===== config.mk =====
export PLATFORM = sky130hd
export DESIGN_NAME = max7219_frame_tx
export DESIGN_NICKNAME = d
export VERILOG_FILES = /design/src/rtl/max7219_frame_tx.sv
export SDC_FILE = /design/constraint.sdc
export NUM_CORES = 1
export LEC_CHECK = 0
export BUFFER_PORTS_ARGS = -buffer_cell sky130_fd_sc_hd__buf_4
export CORE_ASPECT_RATIO = 1.5
export CORE_MARGIN = 1.5
export CORE_UTILIZATION = 55
export CTS_BUF_LIST = sky130_fd_sc_hd__clkbuf_4 sky130_fd_sc_hd__clkbuf_8
export DETAILED_ROUTE_END_ITERATION = 6
export PLACE_DENSITY = 0.77
export SYNTH_ARGS = -nofsm -noshare
export SYNTH_HDL_FRONTEND = slang
export SYNTH_SLANG_ARGS = --single-unit

===== constraint.sdc =====
create_clock -name clk -period 2.7 [get_ports clk]
set_input_delay 0.54 -clock clk [delete_from_list [all_inputs] [get_ports clk]]
set_output_delay 0.54 -clock clk [all_outputs]
set_load 0.01 [all_outputs]

===== src/rtl/max7219_frame_tx.sv =====
// rtl/max7219_frame_tx.sv - FIFO-buffered 16-bit MAX7219 frame serializer
module max7219_frame_tx #(
  parameter int DIVIDER    = 22,
  parameter int FIFO_DEPTH = 4
) (
  input  logic        clk,
  input  logic        rst_n,
  input  logic [15:0] in_data,
  input  logic        in_valid,
  output logic        in_ready,
  output logic        mosi,
  output logic        sclk,
  output logic        sel,
  output logic        busy
);

  localparam int AW = $clog2(FIFO_DEPTH);
  localparam int DW = $clog2(DIVIDER + 1);
  localparam logic [DW-1:0] DIV_RELOAD = DW'(DIVIDER);

  typedef enum logic [2:0] {IDLE, SETUP, HIGH, LOW, END, LATCH} state_t;

  logic [15:0]   mem [FIFO_DEPTH];
  logic [AW:0]   wr_ptr, rd_ptr, wr_next, rd_next;
  logic          push, pop, empty, full_next, empty_next, idle_next, expire;
  logic [15:0]   head;

  state_t        state;
  logic [DW-1:0] div_cnt;
  logic [3:0]    bit_idx;
  logic [15:0]   shreg;

  assign empty  = (wr_ptr == rd_ptr);
  assign push   = in_valid && in_ready;
  assign pop    = (state == IDLE) && !empty;
  assign expire = (div_cnt == '0);
  assign head   = mem[rd_ptr[AW-1:0]];

  // Post-edge FIFO/FSM status, so in_ready and busy can be registered without lag
  always_comb begin
    wr_next    = wr_ptr + {{AW{1'b0}}, push};
    rd_next    = rd_ptr + {{AW{1'b0}}, pop};
    full_next  = (wr_next[AW-1:0] == rd_next[AW-1:0]) && (wr_next[AW] != rd_next[AW]);
    empty_next = (wr_next == rd_next);
    idle_next  = ((state == IDLE) && empty) || ((state == LATCH) && expire);
  end

  // Frame storage; no reset needed because the pointers define validity
  always_ff @(posedge clk) begin
    if (push) mem[wr_ptr[AW-1:0]] <= in_data;
  end

  // FIFO pointers and registered in_ready
  always_ff @(posedge clk or negedge rst_n) begin
    if (!rst_n) begin
      wr_ptr   <= '0;
      rd_ptr   <= '0;
      in_ready <= 1'b1;
    end else begin
      wr_ptr   <= wr_next;
      rd_ptr   <= rd_next;
      in_ready <= !full_next;
    end
  end

  // Serializer FSM: each non-IDLE state lasts one half-period of DIVIDER+1 clocks
  always_ff @(posedge clk or negedge rst_n) begin
    if (!rst_n) begin
      state   <= IDLE;
      div_cnt <= DIV_RELOAD;
      bit_idx <= 4'd15;
      shreg   <= '0;
      sclk    <= 1'b0;
      mosi    <= 1'b0;
      sel     <= 1'b1;
      busy    <= 1'b0;
    end else begin
      busy <= !(idle_next && empty_next);
      if (state == IDLE) begin
        div_cnt <= DIV_RELOAD;
        if (pop) begin
          shreg   <= head;
          mosi    <= head[15];
          sel     <= 1'b0;
          sclk    <= 1'b0;
          bit_idx <= 4'd15;
          state   <= SETUP;
        end
      end else if (!expire) begin
        div_cnt <= div_cnt - DW'(1);
      end else begin
        div_cnt <= DIV_RELOAD;
        case (state)
          SETUP, LOW: begin
            state <= HIGH;
            sclk  <= 1'b1;
          end
          HIGH: begin
            sclk <= 1'b0;
            if (bit_idx != 4'd0) begin
              bit_idx <= bit_idx - 4'd1;
              mosi    <= shreg[bit_idx - 4'd1];
              state   <= LOW;
            end else begin
              mosi  <= 1'b0;
              state <= END;
            end
          end
          END: begin
            sel   <= 1'b1;
            state <= LATCH;
          end
          default: state <= IDLE;
        endcase
      end
    end
  end

endmodule


==> Implementation_results.wiki <==
{| class="wikitable"
! Metric !! Value
|-
| # rows || 39
|-
| Number of nets in the final layout || 305
|-
| Die Span X || 75.4 um
|-
| Fraction of synthesis flops using an asynchronous set or reset pin || 37.9%
|-
| Total Routed Length || about 6.7 mm
|-
| Leakage power || about 1.8 nW
|-
| Via count of the first global-routing pass || 2287
|-
| Design Power || about 4.9 mW
|-
| Largest buffer count on any clock path || 2
|-
| Power per Cell Area || 1020 nW/um^2
|-
| Final core occ || 63.5%
|-
| Later-pin clock latency in the skew report || 0.36 ns
|-
| TritonCTS clock tree || yes
|-
| Detailed-route via count || around 2.2k
|-
| Slew Limit Fails || 0
|-
| Critical path class || reg -> reg
|-
| Final number of hold-violating endpoints || 0
|-
| Die Area || 8420 sq um
|-
| Number of vias per cell after detailed routing || 5.59
|-
| Aggregate negative setup slack || 0 ns
|-
| Half-perimeter wire length of the detailed placement result || roughly 4.5 mm
|-
| RSZ-0062 raised after global routing || no
|-
| CTS hold repair buffers || 0
|-
| Commonest non-fill, non-tap cell in the layout || edfxtp_1
|-
| First DRT Iteration DRCs || 98
|-
| Commonest cells after routing, fill and taps aside || edfxtp_1, buf_4, dfrtp_1
|-
| Unique cell type count in the Yosys netlist || 49
|-
| Final antenna-violating net count || 0
|-
| Required time at the worst-slack endpoint || approximately 3 ns
|-
| Cell area after placement || approximately 4600 sq um
|-
| Post-CTS Setup Inserts || 0
|-
| Diode count || 0
|-
| Final clock period utilization by the worst path || 93.4%
|-
| Post-synth design cell area || 4330 sq um
|-
| Critical path arrival || 2.78 ns
|-
| Router iterations before antenna repair || 4
|-
| Number of warning messages in the yosys log || 0
|-
| Class of the tightest hold or removal check || in -> async
|-
| GP Congestion || approximately 0.85
|-
| Number of synthesized flops with an enable pin || 64
|-
| Wire length per cell after detailed routing || about 17 um
|-
| Synthesized netlist net count || 270
|-
| Port Buffer Count || 23
|-
| Flip-flop cell with the highest count after synthesis || edfxtp_1
|-
| Die Ht || roughly 110 um
|-
| # IOs || 24
|-
| Max Clock Freq || 397 MHz
|-
| Flop and latch count out of synthesis || 103
|-
| Maximum number of pins on one net before global-route repair || 40
|-
| Largest fanout on the critical path || 6
|-
| Smallest hold slack || 0.132 ns
|-
| Post-cts resize count || 0
|-
| Count of unresolved DRC violations after routing || 0
|-
| Cell at the root of the clock tree || clkbuf_8
|-
| Element type at the critical path start || flop
|-
| Deepest level of the CTS H-tree || 3
|-
| Global-route wire length before repair || 11.1 mm
|-
| Cts bufs inserted || 9
|-
| Average instance area after synthesis || approximately 18 sq um
|-
| Clk pin slew, worst setup/hold paths || ~0.09 ns
|-
| Number of antenna violations at the first check in global routing || 0
|-
| MaxCap Viol Count || 0
|-
| Transition at the pin with the smallest max-transition slack || ~0.85 ns
|-
| Total of endpoints with negative setup slack in the final report || 0
|-
| Status || finished, final reports clean
|-
| Worst vdd ir || 0.000523 V
|-
| Number of instances in the synthesized netlist || 245
|-
| GRT Resource Usage Total || 18.4%
|-
| Sequential cell area fraction in the yosys report || 67.3%
|-
| Area delta synth->final || 11.8%
|-
| Area of all placed cells without fillers || 4840 sq um
|-
| Initial standard-cell utilization of the core || 56.8%
|-
| Critical path capture point type || flop
|-
| Core area || 7610 sq um
|-
| Count of clock tree sinks || 103
|-
| Rel. slew slack || 42.5%
|-
| Final min period || 2.52 ns
|-
| Fin Clk Skew || 0.00896 ns
|-
| Share of layout cells above drive strength 1 || 35.4%
|-
| GR Overflow Total || 0
|}
[where the power goes]
| group | leakage [nW] | total (mW) | switching, mW | internal, mW |
|---|---|---|---|---|
| sequential | 1.04 | 2.44 | 0.269 | 2.17 |
| clock | 0.107 | 0.959 | 0.476 | 0.484 |
| combinational | 0.674 | 1.55 | 0.729 | 0.818 |
[synth_stat cells (4+ instances only)]
| cell type | n | area (sq um) |
|---|---|---|
| nand3_1 | 6 | 30.0 |
| dfrtp_1 | 30 | 751 |
| xor2_1 | 6 | 52.6 |
| nand2_1 | 12 | 45.0 |
| mux2_2 | 15 | 169 |
| o31ai_1 | 6 | 45.0 |
| dfstp_2 | 9 | 236 |
| mux4_2 | 17 | 383 |
| nor3_1 | 4 | 20.0 |
| inv_1 | 5 | 18.8 |
| o21ai_0 | 4 | 20.0 |
| buf_6 | 4 | 45.0 |
| ha_1 | 6 | 75.1 |
| edfxtp_1 | 64 | 1920 |
| nor2_1 | 9 | 33.8 |
| xnor2_1 | 4 | 35.0 |
| mux4_1 | 4 | 105 |
[layout make-up]
class	count	area (sq um)
Sequential cell	103	2910
Clock inverter	4	43.8
Fill cell	600	2780
Inverter	7	31.3
Multi-Input combinational cell	125	1310
Tap cell	102	128
Timing Repair Buffer	34	255
Clock buffer	12	159
[logic make-up after synthesis]
group | synth area share [%]
fa+ha+maj | 1.74
buf+inv | 2.55
xor+xnor | 2.78
simple gates | 6.34
compound gates | 3.91
flops | 67.3
mux | 15.4
[flip-flops by register name, indices dropped and copies added (netlist names)]
name,flops
sclk,1
bit_idx,4
mem,64
busy,1
sel,1
wr_ptr,3
state,3
in_ready,1
rd_ptr,3
shreg,16
div_cnt,5
mosi,1
[stage by stage]
stage / cells / setup slack, ns
after detailed placement: 371 / 0.184
after CTS: 387 / 0.162
final: 387 / 0.179
after global placement: 371 / 0.245
after global routing: 387 / 0.0387
after floorplan: 245 / 0.204
[routing by layer]
layer | up-vias | track usage (%) | wire length (um)
met3 | 14 | 5.25 | 191
li1 | 1025 | - | -
met4 | 0 | 7.98 | 156
met2 | 30 | 29.9 | 3600
met1 | 1096 | 22.8 | 2780
met5 | - | 0 | 0
[worst max-delay path, stage by stage, from the launching register on]
cell and delay [ns]:
dfrtp_1 0.48, xor2_2 0.21, nor3_2 0.26, or2_0 0.37
inv_6 0.04, ha_1 0.18, ha_1 0.30, xnor2_1 0.21
nand3_1 0.10, a211o_1 0.26
[final timing paths]
| check | endpoint | cells past startpoint | startpoint | slack (ns) |
|---|---|---|---|---|
| worst max-delay path | busy$_DFF_PN0_ | 9 | wr_ptr[0]$_DFF_PN0_ | 0.18 |
| worst min-delay path | busy$_DFF_PN0_ | 1 | rst_n | 0.13 |
| min in group clk | mem[2][14]$_DFFE_PP_ | 1 | in_data[14] | 0.38 |
| worst min register to register | div_cnt[0]$_DFF_PN0_ | 1 | div_cnt[0]$_DFF_PN0_ | 0.46 |
| worst max register to register | busy$_DFF_PN0_ | 9 | wr_ptr[0]$_DFF_PN0_ | 0.18 |
| max in group asynchronous | div_cnt[4]$_DFF_PN1_ | 1 | rst_n | 2.21 |
No activity file was read; power rests on OpenSTA's default activity.
